$ cat src/rtl/lsu_mem_resp.sv
// LSU memory-response stage: runs one req/ack data-memory access per
// request and returns aligned, extended load data for write-back.
module lsu_mem_resp #(
  parameter int DATA_WIDTH     = 32,
  parameter int GPR_ADDR_WIDTH = 5,
  parameter int TIMEOUT_CYCLES = 16,
  parameter int TO_CNT_WIDTH   = 5
) (
  input  logic                      lsu_clk,
  input  logic                      lsu_rst,
  input  logic [DATA_WIDTH-1:0]     addr,
  input  logic [DATA_WIDTH/8-1:0]   byte_en,
  input  logic                      sign_bit,
  input  logic [1:0]                byte_sel,
  input  logic                      ld_valid,
  input  logic                      sd_valid,
  input  logic [DATA_WIDTH-1:0]     st_data,
  input  logic [GPR_ADDR_WIDTH-1:0] ld_rd,
  output logic                      mem_req,
  output logic                      mem_we,
  output logic [DATA_WIDTH-1:0]     mem_addr,
  output logic [DATA_WIDTH/8-1:0]   mem_be,
  output logic [DATA_WIDTH-1:0]     mem_wdata,
  input  logic                      mem_ack,
  input  logic [DATA_WIDTH-1:0]     mem_rdata,
  output logic [DATA_WIDTH-1:0]     ld_data,
  output logic                      ld_data_valid,
  output logic [GPR_ADDR_WIDTH-1:0] ld_data_rd,
  output logic                      sd_done,
  output logic                      stall_pipeline,
  output logic                      misalign_exc,
  output logic                      bus_err
);

  typedef enum logic [1:0] {
    S_IDLE = 2'd0,
    S_REQ  = 2'd1,
    S_RESP = 2'd2
  } state_t;

  state_t r_state;
  state_t w_state_nxt;

  logic                      r_we;
  logic [DATA_WIDTH-1:0]     r_addr;
  logic [DATA_WIDTH/8-1:0]   r_be;
  logic [DATA_WIDTH-1:0]     r_wdata;
  logic [1:0]                r_off;
  logic [1:0]                r_sel;
  logic                      r_sign;
  logic [GPR_ADDR_WIDTH-1:0] r_rd;
  logic [TO_CNT_WIDTH-1:0]   r_cnt;
  logic [DATA_WIDTH-1:0]     r_ld_data;
  logic                      r_ld_valid;
  logic [GPR_ADDR_WIDTH-1:0] r_ld_rd;
  logic                      r_sd_done;
  logic                      r_misalign;
  logic                      r_bus_err;

  logic                      w_req;
  logic                      w_bad;
  logic [1:0]                w_off;
  logic [DATA_WIDTH/8-1:0]   w_mask;
  logic [DATA_WIDTH/8-1:0]   w_be;
  logic [DATA_WIDTH-1:0]     w_wdata;
  logic [DATA_WIDTH-1:0]     w_lane;
  logic [DATA_WIDTH-1:0]     w_ld;
  logic [TO_CNT_WIDTH-1:0]   w_cnt_inc;
  logic                      w_expire;

  assign w_req     = ld_valid | sd_valid;
  assign w_off     = addr[1:0];
  assign w_cnt_inc = r_cnt + 1'b1;
  assign w_expire  = (w_cnt_inc == TO_CNT_WIDTH'(TIMEOUT_CYCLES));

  always_comb begin
    w_bad   = (ld_valid & sd_valid) | (byte_sel == 2'b11);
    w_mask  = 4'b1111;
    w_wdata = st_data;
    unique case (1'b1)
      byte_sel == 2'b00: begin
        w_mask  = 4'b0001;
        w_wdata = {4{st_data[7:0]}};
      end
      byte_sel == 2'b01: begin
        w_mask  = 4'b0011;
        w_wdata = {2{st_data[15:0]}};
        w_bad   = w_bad | w_off[0];
      end
      default: w_bad = w_bad | (|w_off);
    endcase
    w_be = (byte_en & w_mask) << w_off;
  end

  // r_sign=1 means zero-extend, so extension fill is the MSB only when clear
  always_comb begin
    w_lane = mem_rdata >> {r_off, 3'b000};
    w_ld   = w_lane;
    unique case (1'b1)
      r_sel == 2'b00: w_ld = {{24{~r_sign & w_lane[7]}}, w_lane[7:0]};
      r_sel == 2'b01: w_ld = {{16{~r_sign & w_lane[15]}}, w_lane[15:0]};
      default:        w_ld = w_lane;
    endcase
  end

  always_ff @(posedge lsu_clk or negedge lsu_rst) begin
    if (!lsu_rst) r_state <= S_IDLE;
    else          r_state <= w_state_nxt;
  end

  always_comb begin
    w_state_nxt = r_state;
    unique case (r_state)
      S_IDLE: if (w_req && !w_bad) w_state_nxt = S_REQ;
      S_REQ: begin
        if (mem_ack)       w_state_nxt = r_we ? S_IDLE : S_RESP;
        else if (w_expire) w_state_nxt = S_IDLE;
      end
      S_RESP:  w_state_nxt = S_IDLE;
      default: w_state_nxt = S_IDLE;
    endcase
  end

  always_comb begin
    mem_req        = (r_state == S_REQ);
    stall_pipeline = (r_state != S_IDLE);
  end

  always_ff @(posedge lsu_clk or negedge lsu_rst) begin
    if (!lsu_rst) begin
      r_we       <= 1'b0;
      r_addr     <= '0;
      r_be       <= '0;
      r_wdata    <= '0;
      r_off      <= '0;
      r_sel      <= '0;
      r_sign     <= 1'b0;
      r_rd       <= '0;
      r_cnt      <= '0;
      r_ld_data  <= '0;
      r_ld_valid <= 1'b0;
      r_ld_rd    <= '0;
      r_sd_done  <= 1'b0;
      r_misalign <= 1'b0;
      r_bus_err  <= 1'b0;
    end else begin
      r_ld_valid <= 1'b0;
      r_sd_done  <= 1'b0;
      r_misalign <= 1'b0;
      r_bus_err  <= 1'b0;
      if (r_state == S_IDLE && w_req) begin
        if (w_bad) begin
          r_misalign <= 1'b1;
        end else begin
          r_we    <= sd_valid;
          r_addr  <= {addr[DATA_WIDTH-1:2], 2'b00};
          r_be    <= w_be;
          r_wdata <= w_wdata;
          r_off   <= w_off;
          r_sel   <= byte_sel;
          r_sign  <= sign_bit;
          r_rd    <= ld_rd;
          r_cnt   <= '0;
        end
      end
      if (r_state == S_REQ) begin
        if (mem_ack) begin
          if (r_we) begin
            r_sd_done <= 1'b1;
          end else begin
            r_ld_data  <= w_ld;
            r_ld_valid <= 1'b1;
            r_ld_rd    <= r_rd;
          end
        end else if (w_expire) begin
          r_bus_err <= 1'b1;
        end else begin
          r_cnt <= w_cnt_inc;
        end
      end
    end
  end

  assign mem_we        = r_we;
  assign mem_addr      = r_addr;
  assign mem_be        = r_be;
  assign mem_wdata     = r_wdata;
  assign ld_data       = r_ld_data;
  assign ld_data_valid = r_ld_valid;
  assign ld_data_rd    = r_ld_rd;
  assign sd_done       = r_sd_done;
  assign misalign_exc  = r_misalign;
  assign bus_err       = r_bus_err;

endmodule

$ cat config.mk
export PLATFORM = sky130hd
export DESIGN_NAME = lsu_mem_resp
export DESIGN_NICKNAME = d
export VERILOG_FILES = /design/src/rtl/lsu_mem_resp.sv
export SDC_FILE = /design/constraint.sdc
export NUM_CORES = 1
export LEC_CHECK = 0
export ABC_AREA = 1
export CAP_MARGIN = 25
export CORE_MARGIN = 2
export CORE_UTILIZATION = 48
export CTS_CLUSTER_DIAMETER = 30
export DETAILED_ROUTE_END_ITERATION = 6
export GPL_ROUTABILITY_DRIVEN = 0
export GPL_TIMING_DRIVEN = 1
export PLACE_DENSITY = 0.86
export SLEW_MARGIN = 20
export SYNTH_ARGS = -nofsm -noshare
export SYNTH_HDL_FRONTEND = slang
export SYNTH_SLANG_ARGS = --single-unit
$ cat constraint.sdc
create_clock -name lsu_clk -period 4.2 [get_ports lsu_clk]
set_input_delay 0.84 -clock lsu_clk [delete_from_list [all_inputs] [get_ports lsu_clk]]
set_output_delay 0.84 -clock lsu_clk [all_outputs]
set_load 0.02 [all_outputs]
* Word level (Yosys, flattened, before mapping)
Cells that the tools add are included.
Operators by class: add/subtract/negate cells 1, eq/ne operators 7, shift-type cells 2, muxes and demuxes 25, bitwise gates (word level) 11, reduce and logical (&&, ||, !) cells 11
Operators by type and width (count):
- 32-bit case mux with 2 select lines | 2
- 32-bit by 5-bit right shift with 32-bit output | 1
- 5-bit two-way mux | 5
- 1-bit two-way mux | 11
- 2-bit two-way mux | 4
- 4-bit case mux with 2 select lines | 1
- 2-bit by 1-bit equality test with 1-bit output, second input constant | 3
- 2-bit logical NOT | 3
- 5-bit by 1-bit adder with 5-bit output, second input constant | 1
- 5-bit equality test, second input constant | 1
- 4-bit bitwise AND | 1
- 1-bit OR | 4
- 2-bit case mux with 2 select lines | 1
- 2-bit AND reduction | 2
- 4-bit by 2-bit left shift with 4-bit output | 1
- 1-bit bitwise AND | 3
- 3-bit by 1-bit != test with 1-bit output, second input constant | 1
- 1-bit inverter | 3
- 3-bit AND reduction | 1
- 2-bit equality test, second input constant | 1
- 1-bit logical AND | 2
- 2-bit != test, second input constant | 1
- 1-bit case mux with 2 select lines | 1
- 2-bit nonzero test | 1
- other kinds (2) | 2
Word-level totals: bits in registers 125, input port bits 113, output and inout port bits 112, logic and storage cells 73

* Depth between registers and ports, before layout
depth in word-level cells 9, depth in mapped cells 10

* Worst setup path after synthesis
OpenSTA, ideal clock, no wires.
path kind input to register, start in byte_sel[1], end reg r_be[1], in the netlist mem_be[1], arrival time 1.763 ns, path slack 2.320 ns, cell stages on the path 9, path buffers 3, path through buf_6 inv_4 nand2_2 a21boi_4 nand3_4 buf_6 buf_6 nand2_1 nand2_1
Between the ends: cells in the longest elaborated chain, start to end 6
Ends and longest elaborated chain:
- start, declared | RTL line 14 | input logic [1:0] byte_sel,
- 2-bit equality test | RTL line 77 | w_bad = (ld_valid & sd_valid) | (byte_sel == 2'b11);
- 1-bit OR | RTL line 77
- 1-bit OR, on equally long branches | RTL line 90, 88
- 1-bit case mux with 2 select lines | RTL line 80 | unique case (1'b1)
- 1-bit inverter (no line)
- 2-bit AND reduction (no line)
- end signal, assigned | RTL line 157 | r_be <= w_be;
- end, declared | RTL line 46 | logic [DATA_WIDTH/8-1:0] r_be;
Several ways; a longest one is shown, not always the timed one. A chain may end at the register's enable or synchronous reset.

* Worst setup path after layout
start in byte_sel[0], end reg r_rd[0]
Between the ends: cells in the longest elaborated chain, start to end 6
Ends and longest elaborated chain:
- 2-bit equality test | RTL line 77
- 1-bit OR | RTL line 77
- 1-bit OR, on equally long branches | RTL line 90, 88
- 1-bit case mux with 2 select lines * | RTL line 80
- 1-bit inverter (no line) *
- 2-bit AND reduction (no line) *
- end signal, assigned | RTL line 162 | r_rd <= ld_rd;
- end, declared | RTL line 51 | logic [GPR_ADDR_WIDTH-1:0] r_rd;
Mark *: on every way between the ends. The rest lies on a longest branch, timed or not.

==> run metrics <==
top post-synthesis cells by area=dfrtp_1 (52%), nand2_1 (21%), nand3_1 (3.8%); overall power after layout=0.00576 W; final net count=1,099; GR Overflow Total=0; worst hold slack across all endpoints=477 ps; primary flip-flop cell chosen by synthesis mapping=dfrtp_1; Synth area leader=dfrtp_1; first-pass GRT wire length=28,400 um; Area Growth Syn to Fin=45.9%; clock tree sinks=125; clock tree from TritonCTS=built; number of cells on the worst reg-to-reg path=6; total clock buffers created by CTS=17; number of maximum-capacitance constraint violations=0; Post-Synthesis Cell Area=0.00603 sq mm; origin of the worst setup path=byte_sel[0]; setup violation total in the final timing report=0; ratio of cells with drive above 1 in the final layout=7.01%; detailed router's first-iteration violation count=452; largest driver fanout on the critical path=63; Ys Warns=0; number of slew-limit violations in the final report=0; std cell rows=40; worst-case clock skew=8.59 ps; pin count of the biggest net entering global routing=74; dpl cell area=0.00825 sq mm; H-Tree Level Count=4; effective utilization at floorplan=49.8%; length of the first detailed-routing pass in iterations=7; RSZ-0062 raised after global routing=false; class of the most critical setup path=in -> reg; IO Pins=225; fraction of post-synthesis cell area in the top cell type by area=51.9%; Data required, critical path=4460 ps; launch point of the worst reg-to-reg path=r_off[1]; number of distinct library cells after synthesis=30; Final HPWL DP=12,300 um; Detail Route Antenna Nets=0; Final Hold Vio Count=0; cell at the root of the clock tree=clkbuf_16; count of input and output buffers=222; Die Area=0.0135 sq mm; clock-pin slew on the worst setup and hold paths=60 ps; worst max-slew margin expressed relative to the limit=47.9%; number of design rule violations left after detail routing=0; final wirelength=17,700 um; post-placement setup slack=945 ps; count of flip-flops with a built-in enable after synthesis=0; Max VDD drop=0.329 mV; synthesized area per cell=7.74 sq um; number of antenna violations at the first check in global routing=0; total leakage power=4.33 nW; type of element capturing the critical path=register; post-synthesis async set-or-reset flop share=100%; final cell area excluding filler cells=0.00879 sq mm; Worst-Skew Late Latency=410 ps; Vert. Die Dim=116 um; vias per std cell=5.09; All-Layer GR Usage=27.2%; Post-CTS Hold Buffers=0; post-cts repair resize count=0; power density over cell area=655 mW/mm^2; post-DR wirelength/cell=15.2 um; via count=5,931; slew at the pin with the worst max-slew slack=781 ps; R2R Path End=ld_data[8]; register bit total from synthesis=125; status=complete, no violations; FF-to-FF setup slack=1800 ps; vias in the first global route=5,805; share of the clock period used by the worst path after layout=68.6%; min cycle time layout=2880 ps; Worst Setup Slack, final=1320 ps; post-synthesis sequential area ratio=51.9%; synthesized netlist cell count=779; number of diodes=0; hold crit path type=in -> async; crit path launch type=input pin; Achievable Freq=0.347 GHz; clock tree buffer depth=2; data arrival time of the worst path=3140 ps; Core Region=0.0121 sq mm; Post-CTS Setup Repair Bufs=0; Die Span X=116 um; final setup TNS=0 ps
==> synthesized netlist by cell type (3+ instances only) <==
cell and n:
buf_4 9, nand2_1 344, or2_2 19, o21ai_0 45
inv_1 53, nand4_1 3, o21bai_1 5, o211ai_1 7
o21ai_1 5, buf_2 11, a21oi_1 32, nor2_1 33
nor2_2 4, buf_6 7, nand3_1 46, dfrtp_1 125
clkbuf_1 13
==> power breakdown <==
group          total [W]  switching (W)  leakage (nW)  internal [W]
Combinational    0.00251        0.00138          2.53       0.00113
Clock            0.00132       0.000551         0.246      0.000765
Sequential       0.00193       0.000277          1.55       0.00166
Total            0.00576        0.00221          4.33       0.00355
==> critical path, cell delays in order <==
cell and delay (ps):
clkdlybuf4s50_1 640, inv_1 180, nand2_2 110, a21boi_4 180, nand3_4 360, inv_4 620, o21ai_0 170
==> per-layer routing <==
| metal | wire length [um] | GRT usage [%] | vias to the layer above |
|---|---|---|---|
| met5 | 0 | 0 | - |
| met4 | 327 | 9.60 | 0 |
| met3 | 1600 | 8.53 | 27 |
| met2 | 8450 | 43.7 | 287 |
| met1 | 7310 | 35.1 | 2777 |
| li1 | - | - | 2840 |
==> registers in the layout, summed over array words and instances (netlist names), 2 cells and up <==
| name | count |
|---|---|
| ld_data_rd | 5 |
| mem_wdata | 32 |
| mem_be | 4 |
| r_sel | 2 |
| r_rd | 5 |
| r_cnt | 5 |
| mem_addr | 30 |
| ld_data | 32 |
| r_off | 2 |
| r_state | 2 |
==> cell families (layout without fill, tap and decap cells) <==
family | Yosys count | in the layout | synth area share [%]
adder cells (fa/ha/maj) | 1 | 1 | 0.208
other | 1 | 2 | 0.0622
AND/OR/NAND/NOR | 458 | 458 | 31.2
AO/OA/AOI/OAI | 96 | 96 | 8.72
buffers and inverters | 98 | 316 | 7.87
flip-flops | 125 | 125 | 51.9
==> area by class of cell <==
class,count,area [sq um]
well taps,168,210
clock inverters,14,98.8
clock buffers,18,439
multi-input cells,557,2430
fillers,982,3320
repair buffers,227,2270
inverters,57,219
flip-flops and latches,125,3130
==> layout by cell type (no fill, tap or decap), drive strengths merged <==
master / instances
o22ai: 1
clkinvlp: 7
nand4: 3
a21oi: 32
nand3b: 1
nor2: 37
nand2: 345
o211ai: 7
inv: 57
nand3: 49
o21bai: 5
clkbuf: 18
clkinv: 7
ha: 1
a21boi: 1
o21ai: 50
conb: 2
nor3: 2
or2: 21
clkdlybuf4s50: 221
dfrtp: 125
buf: 6
==> worst max-delay path by stage <==
stage                            to
final                       r_rd[0]
after global routing        r_rd[1]
after CTS                   r_rd[1]
after detailed placement    r_rd[1]
after global placement      r_rd[2]
after floorplan           mem_be[1]
==> stage by stage <==
step	cells	util (%)
2_1_floorplan	780	-
3_3_place_gp	1134	68.2
3_5_place_dp	1134	68.2
4_1_cts	1166	72.6
5_1_grt	1166	72.6
6_report	1166	72.6
Note: power is estimated with default switching activity, not from simulation.
